<file path="config.mk">
export PLATFORM = sky130hd
export DESIGN_NAME = uart_word_rx
export DESIGN_NICKNAME = d
export VERILOG_FILES = /design/src/rtl/uart_word_rx.sv
export SDC_FILE = /design/constraint.sdc
export NUM_CORES = 1
export LEC_CHECK = 0
export CELL_PAD_IN_SITES_DETAIL_PLACEMENT = 0
export CELL_PAD_IN_SITES_GLOBAL_PLACEMENT = 2
export CORE_ASPECT_RATIO = 0.9
export CORE_MARGIN = 1
export CORE_UTILIZATION = 38
export CTS_CLUSTER_DIAMETER = 30
export DETAILED_ROUTE_END_ITERATION = 8
export PLACE_DENSITY_LB_ADDON = 0.1
export SLEW_MARGIN = 20
export SYNTH_ARGS = -nofsm -noshare
export SYNTH_HDL_FRONTEND = slang
export SYNTH_SLANG_ARGS = --single-unit
</file>
<file path="constraint.sdc">
create_clock -name i_clk -period 5 [get_ports i_clk]
set_clock_uncertainty 0.05 [all_clocks]
set_input_delay 1.5 -clock i_clk [delete_from_list [all_inputs] [get_ports i_clk]]
set_output_delay 1.5 -clock i_clk [all_outputs]
set_load 0.05 [all_outputs]
</file>
<file path="src/rtl/uart_word_rx.sv">
// 8N1 UART receiver that packs WORD_BYTES bytes (first byte in [7:0]) into a 32-bit word.
// A framing error or an inter-byte idle timeout drops the partial word so packing realigns.
module uart_word_rx #(
  parameter int CLKS_PER_BIT = 104,
  parameter int WORD_BYTES   = 4,
  parameter int TIMEOUT_BITS = 20
) (
  input  logic        i_clk,
  input  logic        i_rst,
  input  logic        i_rx,
  output logic [31:0] o_word,
  output logic        o_valid,
  output logic        o_frame_err
);
  localparam int CW  = $clog2(CLKS_PER_BIT);
  localparam int TMO = TIMEOUT_BITS * CLKS_PER_BIT;
  localparam int TW  = $clog2(TMO + 1);
  localparam int BCW = $clog2(WORD_BYTES);
  localparam logic [CW-1:0]  BIT_LAST  = CW'(CLKS_PER_BIT - 1);
  localparam logic [CW-1:0]  HALF_LAST = CW'(CLKS_PER_BIT / 2 - 1);
  localparam logic [TW-1:0]  TMO_LAST  = TW'(TMO - 1);
  localparam logic [BCW-1:0] LAST_BYTE = BCW'(WORD_BYTES - 1);

  typedef enum logic [2:0] {S_IDLE, S_START, S_DATA, S_STOP, S_BREAK} state_e;

  state_e         state_q, state_d;
  logic           rx_meta_q, rx_s_q;
  logic [CW-1:0]  clk_cnt_q, clk_cnt_d;
  logic [2:0]     bit_cnt_q, bit_cnt_d;
  logic [BCW-1:0] byte_cnt_q, byte_cnt_d;
  logic [7:0]     shift_q, shift_d;
  logic [31:0]    acc_q, acc_d;
  logic [31:0]    word_q, word_d;
  logic           valid_q, valid_d;
  logic           ferr_q, ferr_d;
  logic [TW-1:0]  tmo_q, tmo_d;

  always_ff @(posedge i_clk) begin
    if (i_rst) begin
      rx_meta_q  <= 1'b1;
      rx_s_q     <= 1'b1;
      state_q    <= S_IDLE;
      clk_cnt_q  <= '0;
      bit_cnt_q  <= '0;
      byte_cnt_q <= '0;
      shift_q    <= '0;
      acc_q      <= '0;
      word_q     <= '0;
      valid_q    <= 1'b0;
      ferr_q     <= 1'b0;
      tmo_q      <= '0;
    end else begin
      rx_meta_q  <= i_rx;
      rx_s_q     <= rx_meta_q;
      state_q    <= state_d;
      clk_cnt_q  <= clk_cnt_d;
      bit_cnt_q  <= bit_cnt_d;
      byte_cnt_q <= byte_cnt_d;
      shift_q    <= shift_d;
      acc_q      <= acc_d;
      word_q     <= word_d;
      valid_q    <= valid_d;
      ferr_q     <= ferr_d;
      tmo_q      <= tmo_d;
    end
  end

  always_comb begin
    state_d    = state_q;
    clk_cnt_d  = clk_cnt_q;
    bit_cnt_d  = bit_cnt_q;
    byte_cnt_d = byte_cnt_q;
    shift_d    = shift_q;
    acc_d      = acc_q;
    word_d     = word_q;
    valid_d    = 1'b0;
    ferr_d     = 1'b0;
    tmo_d      = tmo_q;
    case (state_q)
      S_IDLE: begin
        // Expiry is handled before the start check so a coincident start begins a fresh word.
        if (byte_cnt_q != '0) begin
          if (tmo_q == TMO_LAST) begin
            byte_cnt_d = '0;
            acc_d      = '0;
            tmo_d      = '0;
          end else begin
            tmo_d = tmo_q + 1'b1;
          end
        end
        if (!rx_s_q) begin
          clk_cnt_d = '0;
          state_d   = S_START;
        end
      end
      S_START: begin
        if (clk_cnt_q == HALF_LAST) begin
          clk_cnt_d = '0;
          bit_cnt_d = '0;
          state_d   = rx_s_q ? S_IDLE : S_DATA;
        end else begin
          clk_cnt_d = clk_cnt_q + 1'b1;
        end
      end
      S_DATA: begin
        if (clk_cnt_q == BIT_LAST) begin
          clk_cnt_d = '0;
          shift_d   = {rx_s_q, shift_q[7:1]};
          bit_cnt_d = bit_cnt_q + 3'd1;
          if (bit_cnt_q == 3'd7) state_d = S_STOP;
        end else begin
          clk_cnt_d = clk_cnt_q + 1'b1;
        end
      end
      S_STOP: begin
        if (clk_cnt_q == BIT_LAST) begin
          clk_cnt_d = '0;
          tmo_d     = '0;
          if (rx_s_q) begin
            state_d = S_IDLE;
            acc_d[{byte_cnt_q, 3'b000} +: 8] = shift_q;
            if (byte_cnt_q == LAST_BYTE) begin
              word_d     = acc_d;
              valid_d    = 1'b1;
              acc_d      = '0;
              byte_cnt_d = '0;
            end else begin
              byte_cnt_d = byte_cnt_q + 1'b1;
            end
          end else begin
            ferr_d     = 1'b1;
            byte_cnt_d = '0;
            acc_d      = '0;
            state_d    = S_BREAK;
          end
        end else begin
          clk_cnt_d = clk_cnt_q + 1'b1;
        end
      end
      S_BREAK: begin
        if (rx_s_q) state_d = S_IDLE;
      end
      default: state_d = S_IDLE;
    endcase
  end

  assign o_word      = word_q;
  assign o_valid     = valid_q;
  assign o_frame_err = ferr_q;
endmodule

</file>
# Word-level counts from Yosys, hierarchy flattened
# Index checks and enable logic that the tools add are counted.
[word_totals] regBits=103 inputBits=3 out_inout_bits=34 word_cells=89
[op_classes] n_addsub=5 eq_ne=17 shifts=2 n_mux=35 bitwise=3 reduce_logical=15
[op_table] cell="two-way mux 32 bit" n=5
[op_table] cell="one-hot mux 32 bit (2 select lines)" n=1
[op_table] cell="two-way mux 12 bit" n=3
[op_table] cell="bitwise mux 32 bit" n=1
[op_table] cell="variable shift 8 x 7 -> 32 bit (first input constant)" n=1
[op_table] cell="variable part select 8 x 7 -> 32 bit" n=1
[op_table] cell="two-way mux 3 bit" n=9
[op_table] cell="one-hot mux 12 bit (2 select lines)" n=1
[op_table] cell="two-way mux 7 bit" n=3
[op_table] cell="one-hot mux 7 bit (3 select lines)" n=1
[op_table] cell="inequality test 2 bit (second input constant)" n=8
[op_table] cell="one-hot mux 3 bit (5 select lines)" n=1
[op_table] cell="adder 12 x 1 -> 12 bit (second input constant)" n=1
[op_table] cell="== test 12 bit (second input constant)" n=1
[op_table] cell="two-way mux 2 bit" n=6
[op_table] cell="AND reduction 4 bit" n=2
[op_table] cell="adder 7 x 1 -> 7 bit (second input constant)" n=1
[op_table] cell="== test 7 x 6 -> 1 bit (second input constant)" n=1
[op_table] cell="== test 7 bit (second input constant)" n=1
[op_table] cell="negator 5 -> 7 bit" n=1
[op_table] cell="== test 3 x 2 -> 1 bit (second input constant)" n=2
[op_table] cell="== test 3 bit (second input constant)" n=2
[op_table] cell="one-hot mux 3 bit (2 select lines)" n=1
[op_table] cell="AND reduction 3 bit" n=2
[op_table] cell="15 further kinds" n=21

# Logic depth before layout (Yosys ltp)
# Gate-level depths: netlist of run 1.
[depth] ltp_word=7 depth_mapped=8 ltp_nobuf=6

# Worst setup path after synthesis of run 1
# OpenSTA, ideal clock, no wires.
[synth_path] path_type="in2reg" startpoint="in i_rst" endpoint="reg acc_q[12]" setup_time_ps=132 arrival_time_ps=2341 required_time_ps=4818 path_slack_ps=2477 cell_stages=4 path_buffers=3 path_cell_list="clkbuf_1 > clkbuf_1 > clkbuf_1 > a21oi_1"
[synth_rtl] element="start, declared" line="9" source="input logic i_rst,"
[synth_rtl] element="end signal, assigned" line="47" source="acc_q <= '0;"
[synth_rtl] element="end signal, assigned" line="60" source="acc_q <= acc_d;"
[synth_rtl] element="end, declared" line="32" source="logic [31:0] acc_q, acc_d;"
# No word-level cell between the ends.

# Worst setup path in the final report of run 1
[layout_path] startpoint="reg byte_cnt_q[0]" endpoint="reg acc_q[21]"
[layout_between] elab_chain_len=7 word_cells_on_any_way=12 cone_classes="add/sub (1); eq/ne (2); shift (2); mux (5); reduce/logical (2)"
[layout_lines] element="start, declared" line="30" source="logic [BCW-1:0] byte_cnt_q, byte_cnt_d;"
[layout_lines] element="start signal, assigned" line="58" source="byte_cnt_q <= byte_cnt_d;"
[layout_lines] element="negator 5 -> 7 bit" line="121" source="acc_d[{byte_cnt_q, 3'b000} +: 8] = shift_q;"
[layout_lines] element="variable part select 8 x 7 -> 32 bit / variable shift 8 x 7 -> 32 bit (equally long branches)" line="121"
[layout_lines] element="bitwise mux 32 bit" line="121"
[layout_lines] element="two-way mux 32 bit" line="122" source="if (byte_cnt_q == LAST_BYTE) begin"
[layout_lines] element="two-way mux 32 bit" line="119" source="if (rx_s_q) begin"
[layout_lines] element="two-way mux 32 bit" line="116" source="if (clk_cnt_q == BIT_LAST) begin"
[layout_lines] element="one-hot mux 32 bit (2 select lines)" line="79" source="case (state_q)"
# Several ways; a longest one is shown, not always the timed one. The select of a mux whose other input is x is not followed.
# A chain may end at the register's enable or synchronous reset.

==> results.md, run 1 <==
- CP Capture Type: register
- CTS tree: yes
- CTS sink count: 103
- Drt drc: 0
- IO Pins: 37
- Synth area leader: dfxtp_1
- Worst Path Required: 5.21 ns
- CP peak stage delay: 1.01 ns
- Grt ovf: 0
- Period minus WS final: 3.15 ns
- Post-CTS Hold Buffers: 0
- Syn. warnings: 0
- Slowest CP cell: and4_1
- Dpl ws: 1.88 ns
- Total Neg Setup Slack: 0 ns
- Vias per cell: 5.64
- Worst EP arrival: 3.37 ns
- Post-synth ARST share: 0%
- Status: finished, final reports clean
- Post-synth EDFFs: 0
- Actual slew at the worst max-slew pin: 1.10 ns
- Period utilization: 63.1%
- CP Cell Sequence: inv_1, ha_1, nor4_2, and4_1, nor2_1, o31ai_1
- Final Hold Viols: 0
- Crit path buf inv count: 1
- Crit Path Max Fanout: 27
- Routed WL per cell: 17.0 µm
- Unrepaired setup endpoints after global routing: no
- CP top delay family: simple AND/OR/NAND/NOR gates
- Synth area leaders: dfxtp_1 (44%), a21oi_1 (9.3%), nand2_1 (6.1%)
- Setup ws final: 1.85 ns
- Yosys cell types: 47
- Synthesis-stage register bit count: 103
- Predominant post-synthesis flop cell: dfxtp_1
- Synth top area share: 43.9%
- Core Rows: 38
- GRT Util Overall: 20.5%
- Layout cells sized above 1: 6.11%
- Worst rel slew slack: 26.3%
- FILL cells: 1219
- H-tree depth: 3
- Endpoints failing setup: 0
- Synth Instances: 558
- PwrDens: 291 nW/µm²
- Die Y: 107 µm
- Post-DRT Antenna Nets: 0
- Mapped Nets: 571
- Clock Latency Late Sink: 0.36 ns
- First-pass GRT wire length: 20500 µm
- Peak VDD IR: 0.000297 V
- Area growth syn-to-layout: 15.5%
- Die area: 12800 µm²
- Final Slew Violations: 0
- Core area: 12000 µm²
- CTS clk-pin slew, worst paths: 0.07 ns
- Initial antenna violation count: 0
- Maxcap violations: 0
- FMAX: 0.317 GHz
- Post-layout nets: 581
- First-pass detailed-route iteration total: 4
- Vias in the first global route: 3921
- Cts repair resizes: 0
- Post-CTS setup buffers: 0
- Avg Inst Size Synth: 8.42 µm²
- HPWL Detailed: 7510 µm
- CP Class: register to register
- Horiz. Die Dim: 119 µm
- Deepest clock path buffer count: 2
- Port bufs: 36
- Root Buffer: clkbuf_16
- Leakage: 1.73 nW
- Worst min-delay path category: register to register
- Largest net degree at the start of global routing: 81
- Diodes inserted: 0
- Startpoint types: register
- Initial Utilization: 39.0%
- Routed WL: 12400 µm
- CTS buffer count: 9
- Seq/Total Area, Yosys: 43.9%
- DR vias: 4134
- Post-Syn Area: 4700 µm²
- Final GP Congestion: 0.750
- Initial DRC count: 284
- Total power draw: 1.58 mW
## cell usage in the layout (no fill, tap or decap), drive strengths merged, types with 5 or more instances in the layout
cell type	instances
a21oi	87
clkdlybuf4s50	35
nand4	15
buf	9
nand3	40
nor2b	14
clkbuf	11
nor2	16
o31ai	13
a22o	24
or4	5
inv	11
or3	7
nand2	76
a211oi	9
o21ai	9
and3	5
o211ai	29
dfxtp	103
ha	10
## logic make-up (layout without fill, tap and decap cells)
family / Yosys count / count (layout) / synth area share (%)
DFF: 103 / 103 / 43.9
xor gates and xnor gates: 3 / 3 / 0.560
muxes: 1 / 1 / 0.213
buffers and inverters: 55 / 70 / 4.90
and+or+nand+nor: 204 / 204 / 22.8
AOI/OAI and AO/OA: 182 / 182 / 25.0
adders and majority gates: 10 / 10 / 2.66
## per-layer routing
| metal | vias up | GRT usage (%) | part of all wire, % | wire (µm) |
|---|---|---|---|---|
| met1 | 1975 | 27.1 | 49 | 6060 |
| met2 | 93 | 32.4 | 45 | 5610 |
| li1 | 2055 | - | - | - |
| met5 | - | 0 | 0 | 0 |
| met3 | 11 | 5.61 | 4.9 | 606 |
| met4 | 0 | 5.79 | 1.3 | 157 |
## synth_stat cells (3+ instances only)
master	instances
o211ai_1	29
inv_1	10
or3_1	7
dfxtp_1	103
nand3_1	40
or4_1	4
and4_1	3
nand2_1	76
nor3_1	4
and3_1	5
nor2b_1	14
buf_2	13
clkbuf_1	28
and4b_1	3
ha_1	10
a211oi_1	9
nand4_1	15
a21oi_1	87
buf_1	3
o21ai_0	9
nor2_1	16
o31ai_1	13
a22o_1	24
## final timing paths
check                                 end  slack, ns           from  cells past startpoint
worst max register to register  acc_q[21]       1.85  byte_cnt_q[0]                      6
worst min-delay path               rx_s_q       0.36      rx_meta_q                      1
worst min register to register     rx_s_q       0.36      rx_meta_q                      1
worst max-delay path            acc_q[21]       1.85  byte_cnt_q[0]                      6
## per-stage QoR
| stage | util [%] | hold WS, ns | area, µm² | cells |
|---|---|---|---|---|
| global route | 45.1 | 0.384 | 5420 | 733 |
| CTS | 45.1 | 0.368 | 5420 | 733 |
| finish | 45.1 | 0.364 | 5420 | 733 |
| global placement | 42.6 | 0.341 | 5120 | 717 |
| detailed placement | 42.6 | 0.351 | 5120 | 717 |
| floorplan | - | 0.339 | 4700 | 558 |
## final cells by class
cell class	instances	area [µm²]	share of cell area [%]
inverters	10	37.5	0.692
well taps	160	200	3.69
flip-flops and latches	103	2060	38.0
clock inverters	5	56.3	1.04
clock buffers	11	243	4.48
repair buffers	44	415	7.66
multi-input cells	400	2410	44.4
## worst reg2reg max path: stages, from the launching register on
cell,delay [ns]
dfxtp_1,0.51
inv_1,0.16
ha_1,0.30
nor4_2,0.32
and4_1,1.01
nor2_1,0.36
o31ai_1,0.35
## state kept, by name, summed over array words and instances, names as in the netlist
register	cells
clk_cnt_q	7
tmo_q	12
state_q	3
o_word	32
rx_s_q	1
shift_q	8
acc_q	32
byte_cnt_q	2
o_valid	1
o_frame_err	1
rx_meta_q	1
bit_cnt_q	3
## power by group
| part | total, mW | switching [mW] | leakage (nW) | internal, mW |
|---|---|---|---|---|
| logic | 0.0278 | 0.0207 | 0.749 | 0.00705 |
| registers | 0.826 | 0.00392 | 0.830 | 0.822 |
| clock network | 0.722 | 0.320 | 0.146 | 0.402 |
No activity file was read; power rests on OpenSTA's default activity.
==> run 2, diff against run 1 <==
CORE_UTILIZATION = 32   (was 38)
clock period = 2.56 ns   (was 5 ns; I/O delays follow)
==> results.md, run 2 (synthesized netlist as in run 1, its figures left out) <==
- First-pass detailed-route iteration total: 4 (unchanged)
- Switching Fraction: 21.8% (-0.028 points)
- Hold Path Origin: rx_meta_q
- Endpoints failing setup: 0 (unchanged)
- Met2 Resource Use GR: 26.7% (-5.7 points)
- Core Rows: 41 (+7.9%)
- Deepest clock path buffer count: 2 (unchanged)
- Met1 Use GR: 25.5% (-1.6 points)
- FF-to-FF setup slack: 0.35 ns (-1.50 ns)
- HPWL Detailed: 8040 µm (+7.0%)
- CTS sink count: 103 (unchanged)
- Total Neg Setup Slack: 0 ns (unchanged)
- Setup ws final: 0.231 ns (-1.62 ns)
- Commonest non-fill, non-tap cells in the layout: dfxtp_1 (103), a21oi_1 (87), nand2_1 (76), nand3_1 (40), clkdlybuf4s50_1 (35)
- Grt ovf: 0 (unchanged)
- Crit Path Max Fanout: 2 (-93%)
- Dpl ws: 0.361 ns (-1.52 ns)
- Cts repair resizes: 0 (unchanged)
- Post-layout nets: 593 (+2.1%)
- IO Pins: 37 (unchanged)
- Int Pwr: 2.39 mW (+94%)
- Status: finished, final reports clean
- Die area: 15200 µm² (+18%)
- H-tree depth: 3 (unchanged)
- Clock Latency Late Sink: 0.36 ns (about the same)
- Leakage: 1.79 nW (+3.5%)
- Vias per cell: 5.31 (-5.9%)
- CTS clk-pin slew, worst paths: 0.07 ns (about the same)
- DR vias: 4130 (-0.097%)
- R2R Path Start: byte_cnt_q[1]
- Diodes inserted: 0 (unchanged)
- Slowest CP cell: clkdlybuf4s50_1
- Horiz. Die Dim: 130 µm (+8.8%)
- Die Y: 117 µm (+8.8%)
- Actual slew at the worst max-slew pin: 0.780 ns (-0.325 ns)
- First-pass GRT wire length: 20800 µm (+1.4%)
- Final GP Congestion: 0.741 (-1.2%)
- CP peak stage delay: 0.82 ns (-0.19 ns)
- Port bufs: 36 (unchanged)
- Startpoint types: register
- Reg2reg path depth: 6 (unchanged)
- CP Cell Sequence: clkdlybuf4s50_1
- CTS buffer count: 9 (unchanged)
- Worst min-delay path category: register to register
- Worst rel slew slack: 47.9% (+22 points)
- Worst Path Required: 1.74 ns (-3.47 ns)
- Total power draw: 3.05 mW (+94%)
- Crit path buf inv count: 1 (unchanged)
- Core area: 14200 µm² (+18%)
- Most common cell after layout, fill and taps aside: dfxtp_1
- GRT Util Overall: 17.9% (-2.5 points)
- Hold Path Sink: rx_s_q
- Post-DRT Antenna Nets: 0 (unchanged)
- Initial antenna violation count: 0 (unchanged)
- Maxcap violations: 0 (unchanged)
- Drt drc: 0 (unchanged)
- Period utilization: 91.0%
- CP top delay family: buffers and inverters
- Logic gate share of total power: 2.0% (+0.2 points)
- PwrDens: 549 nW/µm² (+89%)
- Post-CTS Hold Buffers: 0 (unchanged)
- Clk pwr share: 45.2% (-0.6 points)
- Vias in the first global route: 3837 (-2.1%)
- Peak VDD IR: 0.000341 V (+15%)
- Largest net degree at the start of global routing: 81 (unchanged)
- Most Crowded Layer GR: met2
- Post-CTS setup buffers: 0 (unchanged)
- Area growth syn-to-layout: 18.4%
- Final Hold Viols: 0 (unchanged)
- Unrepaired setup endpoints after global routing: no
- Cell depth of the worst setup path: 1 (-5)
- Root Buffer: clkbuf_16
- Net Sw Power: 0.667 mW (+93%)
- CP Capture Type: output pin
- Register share of total power: 52.8% (+0.4 points)
- FMAX: 0.429 GHz
- Crit Reg-Reg Endpoint: tmo_q[10]
- CP Class: register to output pin
- Period minus WS final: 2.33 ns
- Initial DRC count: 289 (+1.8%)
- Initial Utilization: 33.2% (-5.9 points)
- Routed WL per cell: 16.4 µm (-3.5%)
- Routed WL: 12700 µm (+2.4%)
- Met3 Track Usage GR: 4.32% (-1.3 points)
- Hold path depth: 1 (unchanged)
- CTS tree: yes
- Worst EP arrival: 1.51 ns (-1.86 ns)
- Layout cells sized above 1: 7.35% (+1.2 points)
- Final Slew Violations: 0 (unchanged)
[run 2: power groups by stage]
| stage | sequential [mW] | clock [mW] | combinational, mW |
|---|---|---|---|
| 3_3_place_gp | 1.65 | 0 | 0.0635 |
| 3_5_place_dp | 1.65 | 0 | 0.0628 |
| 5_1_grt | 1.61 | 1.49 | 0.0687 |
| 6_report | 1.61 | 1.38 | 0.0616 |
| 2_1_floorplan | 1.65 | 0 | 0.0452 |
| 4_1_cts | 1.61 | 1.43 | 0.0631 |
[run 2: worst max-delay path by stage]
stage                        from         end  slack (ns)
global placement    byte_cnt_q[1]   tmo_q[11]        0.44
global route        byte_cnt_q[1]   tmo_q[10]        0.11
floorplan           byte_cnt_q[0]    tmo_q[9]        0.53
CTS                    o_word[15]  o_word[15]        0.21
finish                 o_word[19]  o_word[19]        0.23
detailed placement  byte_cnt_q[1]    tmo_q[8]        0.36
[run 2: cell type report]
class,instances,area (µm²)
multi-input combinational,400,2400
inverter,10,37.5
timing repair buffer,56,531
tap,193,241
clock buffer,13,240
clock inverter,3,43.8
sequential,103,2060
fill,1485,8600
[run 2: per-layer routing]
| metal | routed length (µm) | up-vias |
|---|---|---|
| met5 | 0 | - |
| met4 | 118 | 0 |
| met3 | 449 | 9 |
| met2 | 5560 | 71 |
| met1 | 6610 | 1967 |
| li1 | - | 2083 |
[run 2: metrics by stage]
stage                     util [%]  area [µm²]  cells  hold slack, ns
after floorplan                  -        4700    558           0.339
after global placement        37.3        5280    762           0.345
after detailed placement      37.3        5280    762           0.343
after CTS                     39.3        5560    778           0.359
after global routing          39.3        5560    778           0.367
final                         39.3        5560    778           0.358
==> run 3, diff against run 2 <==
CORE_UTILIZATION = 35   (was 32)
clock period = 2.5 ns   (was 2.56 ns; I/O delays follow)
==> results.md, run 3 (synthesized netlist as in run 1, its figures left out) <==
- CP top delay family: buffers and inverters
- Actual slew at the worst max-slew pin: 0.756 ns (-0.0238 ns)
- CP Cell Sequence: clkdlybuf4s50_1
- Core Rows: 39 (-4.9%)
- Die area: 13900 µm² (-8.4%)
- Most common cell after layout, fill and taps aside: dfxtp_1
- Met2 Resource Use GR: 29.3% (+2.6 points)
- Peak VDD IR: 0.000485 V (+42%)
- Horiz. Die Dim: 124 µm (-4.3%)
- Clock Latency Late Sink: 0.34 ns (-0.02 ns)
- Unrepaired setup endpoints after global routing: no
- Crit Path Max Fanout: 2 (unchanged)
- Leakage: 1.80 nW (+0.62%)
- Vias in the first global route: 4102 (+6.9%)
- Initial Utilization: 36.5% (+3.3 points)
- Post-CTS Hold Buffers: 0 (unchanged)
- Core area: 12900 µm² (-9.0%)
- Final Slew Violations: 0 (unchanged)
- Endpoints failing setup: 0 (unchanged)
- Worst min-delay path category: register to register
- Die Y: 112 µm (-4.3%)
- CTS tree: yes
- Commonest non-fill, non-tap cells in the layout: dfxtp_1 (103), a21oi_1 (87), nand2_1 (76), nand3_1 (40), clkdlybuf4s50_1 (35)
- Post-DRT Antenna Nets: 0 (unchanged)
- Root Buffer: clkbuf_16
- Total Neg Setup Slack: 0 ns (unchanged)
- Slowest CP cell: clkdlybuf4s50_1
- Dpl ws: 0.343 ns (-0.0185 ns)
- Startpoint types: register
- Grt ovf: 0 (unchanged)
- Largest net degree at the start of global routing: 42 (-48%)
- H-tree depth: 3 (unchanged)
- Routed WL per cell: 17.0 µm (+3.8%)
- GRT Util Overall: 19.6% (+1.6 points)
- First-pass detailed-route iteration total: 4 (unchanged)
- CP Class: register to output pin
- FILL cells: 1332 (-10%)
- Met1 Use GR: 27.8% (+2.3 points)
- Period utilization: 92.7%
- DR vias: 4201 (+1.7%)
- Post-layout nets: 595 (+0.34%)
- Deepest clock path buffer count: 2 (unchanged)
- Cts repair resizes: 0 (unchanged)
- Layout cells sized above 1: 7.71% (+0.36 points)
- Drt drc: 0 (unchanged)
- Crit path buf inv count: 1 (unchanged)
- Status: finished, final reports clean
- Initial antenna violation count: 0 (unchanged)
- Most Crowded Layer GR: met2
- PwrDens: 561 nW/µm² (+2.2%)
- Final GP Congestion: 0.745 (+0.58%)
- Port bufs: 36 (unchanged)
- CP peak stage delay: 0.81 ns (about the same)
- Routed WL: 12700 µm (-0.22%)
- Vias per cell: 5.62 (+5.8%)
- Met3 Track Usage GR: 5.23% (+0.91 points)
- HPWL Detailed: 8200 µm (+1.9%)
- FMAX: 0.431 GHz
- Initial DRC count: 284 (-1.7%)
- Worst rel slew slack: 49.5% (+1.6 points)
- Worst Path Required: 1.70 ns (-0.04 ns)
- Post-CTS setup buffers: 0 (unchanged)
- IO Pins: 37 (unchanged)
- CTS sink count: 103 (unchanged)
- First-pass GRT wire length: 21200 µm (+2.3%)
- Maxcap violations: 0 (unchanged)
- Diodes inserted: 0 (unchanged)
- Final Hold Viols: 0 (unchanged)
- Worst EP arrival: 1.52 ns (about the same)
- Setup ws final: 0.181 ns (-0.0492 ns)
- CP Capture Type: output pin
- Period minus WS final: 2.32 ns
- CTS clk-pin slew, worst paths: 0.07 ns (about the same)
- Area growth syn-to-layout: 18.0%
- CTS buffer count: 9 (unchanged)
[run 3: layout make-up]
type / instances / area (µm²) / share of cell area, %
Multi-Input combinational cell: 400 / 2400 / 43.4
Sequential cell: 103 / 2060 / 37.2
Timing Repair Buffer: 58 / 546 / 9.84
Clock buffer: 12 / 256 / 4.63
Tap cell: 164 / 205 / 3.70
Inverter: 10 / 37.5 / 0.677
Clock inverter: 1 / 30.0 / 0.542
[run 3: final timing paths]
kind	cells past startpoint	start	endpoint	slack (ns)
worst max-delay path	1	o_word[23]	o_word[23]	0.18
worst min-delay path	1	rx_meta_q	rx_s_q	0.36
worst max register to register	6	byte_cnt_q[1]	tmo_q[10]	0.30
worst min register to register	1	rx_meta_q	rx_s_q	0.36
[run 3: metal layers]
| metal | wire length, µm | share of wire, % |
|---|---|---|
| met1 | 6340 | 50 |
| met2 | 5710 | 45 |
| met3 | 553 | 4.4 |
| met4 | 97 | 0.76 |
| met5 | 0 | 0 |
[run 3: where the power goes]
part | switching, mW | leakage (nW) | total (mW) | internal [mW]
clock | 0.579 | 0.141 | 1.39 | 0.815
combinational | 0.0449 | 0.826 | 0.0626 | 0.0177
sequential | 0.00669 | 0.830 | 1.65 | 1.64
total | 0.630 | 1.80 | 3.11 | 2.48
[run 3: per-stage QoR]
step	instance area [µm²]	cells	total power, mW	utilization (%)	hold WS (ns)
4_1_cts	5540	748	3.16	43.0	0.367
2_1_floorplan	4700	558	1.73	-	0.339
6_report	5540	748	3.11	43.0	0.362
3_5_place_dp	5260	735	1.75	40.8	0.351
5_1_grt	5540	748	3.24	43.0	0.382
3_3_place_gp	5260	735	1.75	40.8	0.343
